**src/rtl/regfile_write_scheduler_if.sv**
```systemverilog
// Writeback-to-register-file bus: two valid/ready requesters plus the registered
// write port and init status. master = requester side, slave = scheduler side.
interface regfile_write_scheduler_if #(
    parameter int ADDR_W = 5,
    parameter int DATA_W = 32
);
    logic              a_valid;
    logic [ADDR_W-1:0] a_addr;
    logic [DATA_W-1:0] a_data;
    logic              a_ready;
    logic              b_valid;
    logic [ADDR_W-1:0] b_addr;
    logic [DATA_W-1:0] b_data;
    logic              b_ready;
    logic              rf_wr_en;
    logic [ADDR_W-1:0] rf_wr_addr;
    logic [DATA_W-1:0] rf_wr_data;
    logic              init_done;

    modport master (
        output a_valid, a_addr, a_data, b_valid, b_addr, b_data,
        input  a_ready, b_ready, rf_wr_en, rf_wr_addr, rf_wr_data, init_done
    );

    modport slave (
        input  a_valid, a_addr, a_data, b_valid, b_addr, b_data,
        output a_ready, b_ready, rf_wr_en, rf_wr_addr, rf_wr_data, init_done
    );
endinterface

```
**src/rtl/regfile_write_scheduler.sv**
```systemverilog
// Register-file write-port scheduler: zero sweep after reset, then round-robin A/B.
// Optional macro RF_ZERO_REG_EN: run-time writes to address 0 are accepted but dropped.
module regfile_write_scheduler #(
    parameter int ADDR_W = 5,
    parameter int DATA_W = 32
) (
    input  logic                        clk,
    input  logic                        rst_n,
    regfile_write_scheduler_if.slave    bus
);
    localparam logic [0:0] ST_INIT = 1'b0;
    localparam logic [0:0] ST_RUN  = 1'b1;
    localparam logic [ADDR_W:0] SWEEP_LAST = {1'b0, {ADDR_W{1'b1}}};

    logic [0:0]        state_reg;
    logic [ADDR_W:0]   cnt_reg;
    logic              last_b_reg;   // 1: B held the most recent grant
    logic              wr_en_reg;
    logic [ADDR_W-1:0] wr_addr_reg;
    logic [DATA_W-1:0] wr_data_reg;
    logic              init_done_reg;

    logic              grant_a;
    logic              grant_b;
    logic              issue;
    logic [ADDR_W-1:0] sel_addr;
    logic [DATA_W-1:0] sel_data;

    always_comb begin
        grant_a = 1'b0;
        grant_b = 1'b0;
        if (state_reg == ST_RUN) begin
            if (bus.a_valid && bus.b_valid) begin
                grant_a = last_b_reg;
                grant_b = !last_b_reg;
            end else begin
                grant_a = bus.a_valid;
                grant_b = bus.b_valid;
            end
        end
    end

    assign sel_addr = grant_a ? bus.a_addr : bus.b_addr;
    assign sel_data = grant_a ? bus.a_data : bus.b_data;

`ifdef RF_ZERO_REG_EN
    // Register 0 is hardwired: the transfer completes but nothing reaches the array.
    assign issue = (grant_a || grant_b) && (sel_addr != '0);
`else
    assign issue = grant_a || grant_b;
`endif

    always_ff @(posedge clk or negedge rst_n) begin
        if (!rst_n) begin
            state_reg     <= ST_INIT;
            cnt_reg       <= '0;
            last_b_reg    <= 1'b1;
            wr_en_reg     <= 1'b0;
            wr_addr_reg   <= '0;
            wr_data_reg   <= '0;
            init_done_reg <= 1'b0;
        end else if (state_reg == ST_INIT) begin
            wr_en_reg   <= 1'b1;
            wr_addr_reg <= cnt_reg[ADDR_W-1:0];
            wr_data_reg <= '0;
            cnt_reg     <= cnt_reg + 1'b1;
            if (cnt_reg == SWEEP_LAST) begin
                state_reg     <= ST_RUN;
                init_done_reg <= 1'b1;
            end
        end else begin
            wr_en_reg <= issue;
            if (issue) begin
                wr_addr_reg <= sel_addr;
                wr_data_reg <= sel_data;
            end
            if (grant_a || grant_b) begin
                last_b_reg <= grant_b;
            end
        end
    end

    assign bus.a_ready    = grant_a;
    assign bus.b_ready    = grant_b;
    assign bus.rf_wr_en   = wr_en_reg;
    assign bus.rf_wr_addr = wr_addr_reg;
    assign bus.rf_wr_data = wr_data_reg;
    assign bus.init_done  = init_done_reg;
endmodule

```
**src/flat_wrapper.sv**
```systemverilog
// flat-port wrapper written by rule: the top's interface ports become plain ports
module regfile_write_scheduler_flat 
#(
    parameter int ADDR_W = 5,
    parameter int DATA_W = 32
)
  (clk, rst_n, bus_a_valid, bus_a_addr, bus_a_data, bus_b_valid, bus_b_addr, bus_b_data, bus_a_ready, bus_b_ready, bus_rf_wr_en, bus_rf_wr_addr, bus_rf_wr_data, bus_init_done);
  regfile_write_scheduler_if #(.ADDR_W(ADDR_W), .DATA_W(DATA_W)) bus_i ();
  input  logic clk;
  input  logic rst_n;
  input wire logic [$bits(bus_i.a_valid)-1:0] bus_a_valid;
  input wire logic [$bits(bus_i.a_addr)-1:0] bus_a_addr;
  input wire logic [$bits(bus_i.a_data)-1:0] bus_a_data;
  input wire logic [$bits(bus_i.b_valid)-1:0] bus_b_valid;
  input wire logic [$bits(bus_i.b_addr)-1:0] bus_b_addr;
  input wire logic [$bits(bus_i.b_data)-1:0] bus_b_data;
  output wire logic [$bits(bus_i.a_ready)-1:0] bus_a_ready;
  output wire logic [$bits(bus_i.b_ready)-1:0] bus_b_ready;
  output wire logic [$bits(bus_i.rf_wr_en)-1:0] bus_rf_wr_en;
  output wire logic [$bits(bus_i.rf_wr_addr)-1:0] bus_rf_wr_addr;
  output wire logic [$bits(bus_i.rf_wr_data)-1:0] bus_rf_wr_data;
  output wire logic [$bits(bus_i.init_done)-1:0] bus_init_done;
  assign bus_i.a_valid = bus_a_valid;
  assign bus_i.a_addr = bus_a_addr;
  assign bus_i.a_data = bus_a_data;
  assign bus_i.b_valid = bus_b_valid;
  assign bus_i.b_addr = bus_b_addr;
  assign bus_i.b_data = bus_b_data;
  assign bus_a_ready = bus_i.a_ready;
  assign bus_b_ready = bus_i.b_ready;
  assign bus_rf_wr_en = bus_i.rf_wr_en;
  assign bus_rf_wr_addr = bus_i.rf_wr_addr;
  assign bus_rf_wr_data = bus_i.rf_wr_data;
  assign bus_init_done = bus_i.init_done;
  regfile_write_scheduler #(.ADDR_W(ADDR_W), .DATA_W(DATA_W)) u_core (.clk(clk), .rst_n(rst_n), .bus(bus_i));
endmodule
```
**config.mk**
```make
export PLATFORM = sky130hd
export DESIGN_NAME = regfile_write_scheduler_flat
export DESIGN_NICKNAME = d
export VERILOG_FILES = /design/src/rtl/regfile_write_scheduler_if.sv /design/src/rtl/regfile_write_scheduler.sv /design/src/flat_wrapper.sv
export SDC_FILE = /design/constraint.sdc
export NUM_CORES = 1
export LEC_CHECK = 0
export ABC_AREA = 1
export CORE_UTILIZATION = 40
export DETAILED_ROUTE_END_ITERATION = 16
export PLACE_DENSITY = 0.87
export SYNTH_ARGS = -nofsm -noshare
export SYNTH_HDL_FRONTEND = slang
export SYNTH_SLANG_ARGS = --single-unit
```
**constraint.sdc**
```tcl
create_clock -name clk -period 1.6 [get_ports clk]
set_clock_uncertainty 0.1 [all_clocks]
set_input_delay 0.48 -clock clk [delete_from_list [all_inputs] [get_ports clk]]
set_output_delay 0.48 -clock clk [all_outputs]
set_load 0.02 [all_outputs]
```
==> flow_summary.toml <==
[setup_path]
crit_cells = 5
critPathRequiredTime_ns = 1.02
path_cells = "inv_2, nand2_2, nand2_2, inv_2, buf_6"
reg2reg_from = "u_core.state_reg"
cp-start-kind = "flop"
slowest_delay_ns = 0.54
rr_worst_depth = 7
crit_path_end = "bus_a_ready"
timing.rr.end = "u_core.bus.rf_wr_data[22]"
cp_slowest_cell = "dfstp_2"
worst-setup-path-type = "flop to output pin"
cp_max_fo = 2
path_buf_inv = 3
crit_path_end_kind = "output pin"
cp.arrival_ns = 1.20
rrSetupSlack_ns = 0.01
critical_path.startpoint = "u_core.last_b_reg"
path_delay_family = "flip-flops"

[synth]
yosys_register_bits = 47
synth_top_area_share_pct = 46.28
synthXorXnorAreaFrac_pct = 1.761
muxShareOfSynthArea_pct = 0
synth_top_family_by_area = "simple AND/OR/NAND/NOR gates"
syn_area_um2 = 2487
yosys-top-cells-area = "dfrtp_1 46%, nand2_1 21%, inv_1 10%"
synth_compound_area_share_pct = 4.728
synth_fa_ha_area_share_pct = 0.5030
synthSimpleGateAreaFrac_pct = 30.58
synth.avg_cell_area_um2 = 7.148
netlist_instances = 348
ys_warn_count = 0
yosysTopAreaCell = "dfrtp_1"
yosysUniqueCellTypes = 20
syn_nets = 427
ys_seq_area_share_pct = 47.33

[die]
die_w_um = 80.86
chipHeight_um = 80.86
pin_count = 119
rows = 28
die_area_um2 = 6538
initial_core_util_pct = 41.76
core_area_um2 = 5956

[finish]
fillers = 541
drive_gt1_share_pct = 10.08
nNetsFinal = 554
stdcell_count = 551
largest_reg_flops = 32
stdcell_area_um2 = 3875
n_antenna_cell = 0
synthToLayoutAreaGrowth_pct = 55.78

[sta]
rsz0062_at_grt = "true"
tightest_slew_ns = 0.4759
relSlewSlack_pct = 68.27
slew_violations = 0
period_needed_ns = 1.775
period_share_pct = 110.9
setup_violations = 2
finalHoldViolations = 0
fmax_ghz = 0.5634
worst_slack_ns = -0.1751

[pwr]
p_switching_mw = 0.9264
p_int_mw = 2.246
power_mw = 3.173
clock_power_share_pct = 28.2
vdd_drop_max_mv = 0.4481
p_leak_nw = 2.105
combPwrFrac_pct = 28.5
switching_share_pct = 29.20
p_per_area_nw_per_um2 = 818.8
seqPwrFrac_pct = 43.3

[routing]
ant_nets = 0
routedWlPerCell_um = 11.59
routed_wl_um = 6386
firstDrtPassIters = 4
via_per_inst = 4.494
drc = 0
drtIter0Drc = 51
route.vias.total = 2476

[outcome]
failed_checks = "negative setup slack"
status = "finished with violations"

[global_route]
grt_pass1_vias = 2373
grt_max_degree = 50
gr-total-overflow = 0
grt_pass1_wl_um = 10280
grt_usage_pct = 20.47
antenna_found_initial = 0

[cts]
cts_buffer_depth = 2
htreeDepth = 2
clk_latency_ns = 0.30
cts_tree = "built"
ctsHoldBuffers = 0
clock-sinks = 47
root_buffer = "clkbuf_8"
clkTransAtPathRegs_ns = 0.08
numCtsBuffers = 5

[place]
placed_area_um2 = 3780
detailed_place_hpwl_um = 4731
io_buffers = 118
gp_congestion = 0.7811
dp.cells = 540

[worst_hold_path]
hold_class = "primary input to async pin"

[run]
maxCapViolCount = 0
-- routing by layer --
| layer | vias up | share of wire (%) | GRT usage [%] |
|---|---|---|---|
| li1 | 1271 | - | - |
| met1 | 1109 | 41 | 21.05 |
| met2 | 88 | 50 | 39.50 |
| met3 | 8 | 8.4 | 6.292 |
| met4 | 0 | 0.97 | 5.536 |
| met5 | - | 0 | 0 |
-- how the worst min path moves through the flow --
stage,end,slack (ns),cells past startpoint
3_3_place_gp,u_core.cnt_reg[5],0.36,1
5_1_grt,u_core.bus.rf_wr_data[12],0.06,2
3_5_place_dp,u_core.cnt_reg[5],0.36,1
4_1_cts,u_core.bus.rf_wr_data[10],0.06,2
6_report,u_core.bus.rf_wr_data[8],0.04,2
2_1_floorplan,u_core.bus.init_done,0.08,0
-- cells in the final DEF, fill, tap and decap left out --
master           Yosys  final
inv_2                3      4
o21bai_1             2      2
o21ai_1              3      3
a21oi_1              2      1
buf_12               0      3
xnor2_1              1      1
clkdlybuf4s15_1      0     28
nand3_1             29     29
ha_1                 1      1
dfrtp_1             46     46
xor2_1               4      4
nand2_2              4      5
buf_2                6      1
buf_6                6      2
nor2_1              15     15
dfstp_2              1      1
a21oi_2              0      1
clkbuf_8             0      6
dlygate4sd2_1        0      3
nand2_1            141    140
nor3_1               1      1
a21boi_0             3      3
clkdlybuf4s50_1      0     74
clkinv_2             0      1
bufinv_16            0      1
buf_4                2     13
o21ai_0             11     11
inv_1               67     66
clkbuf_2             0     10
-- what timing repair did --
action                                 4_1_cts  5_1_grt
gates resized for setup                     64       40
pin swaps                                    1        1
setup endpoints to repair                   78       74
endpoints found under the hold margin        0        0
setup buffers                                2        2
-- cell usage after synthesis (all sizes together) --
cell and n:
xor2 4, buf 14, xnor2 1, o21ai 14, ha 1, nand3 29, nand2 145, nor3 1
o21bai 2, inv 70, a21boi 3, dfstp 1, dfrtp 46, nor2 15, a21oi 2
-- power by group through the flow --
stage / logic, mW / registers [mW] / clock network [mW]
2_1_floorplan: 0.282 / 1.54 / 0
3_3_place_gp: 0.948 / 1.39 / 0
5_1_grt: 0.993 / 1.39 / 0.962
6_report: 0.904 / 1.37 / 0.896
4_1_cts: 0.906 / 1.37 / 0.920
3_5_place_dp: 0.968 / 1.40 / 0
-- cell type report --
| class | count | area (um2) | share of cell area (%) |
|---|---|---|---|
| clock inverters | 2 | 35.03 | 0.9041 |
| repair buffers | 134 | 1282 | 33.10 |
| multi-input cells | 217 | 940.9 | 24.28 |
| inverters | 70 | 262.8 | 6.781 |
| clock buffers | 6 | 82.58 | 2.131 |
| well taps | 75 | 93.84 | 2.422 |
| flip-flops and latches | 47 | 1177 | 30.38 |
-- logic make-up after synthesis --
group / Yosys count
flops: 47
simple gates: 190
buf+inv: 84
compound gates: 21
xor+xnor: 5
fa+ha+maj: 1
-- through the flow --
| stage | hold slack, ns | TNS (ns) | worst slack [ns] | util (%) |
|---|---|---|---|---|
| finish | 0.04127 | -0.2990 | -0.1751 | 65.06 |
| global route | 0.06397 | -2.258 | -0.2205 | 65.06 |
| CTS | 0.05914 | -0.3262 | -0.1749 | 65.15 |
| detailed placement | 0.3596 | -19.64 | -0.8578 | 63.47 |
| global placement | 0.3580 | -17.31 | -0.8295 | 63.47 |
| floorplan | 0.08441 | 0 | 0.03084 | - |
No activity file was read; power rests on OpenSTA's default activity.
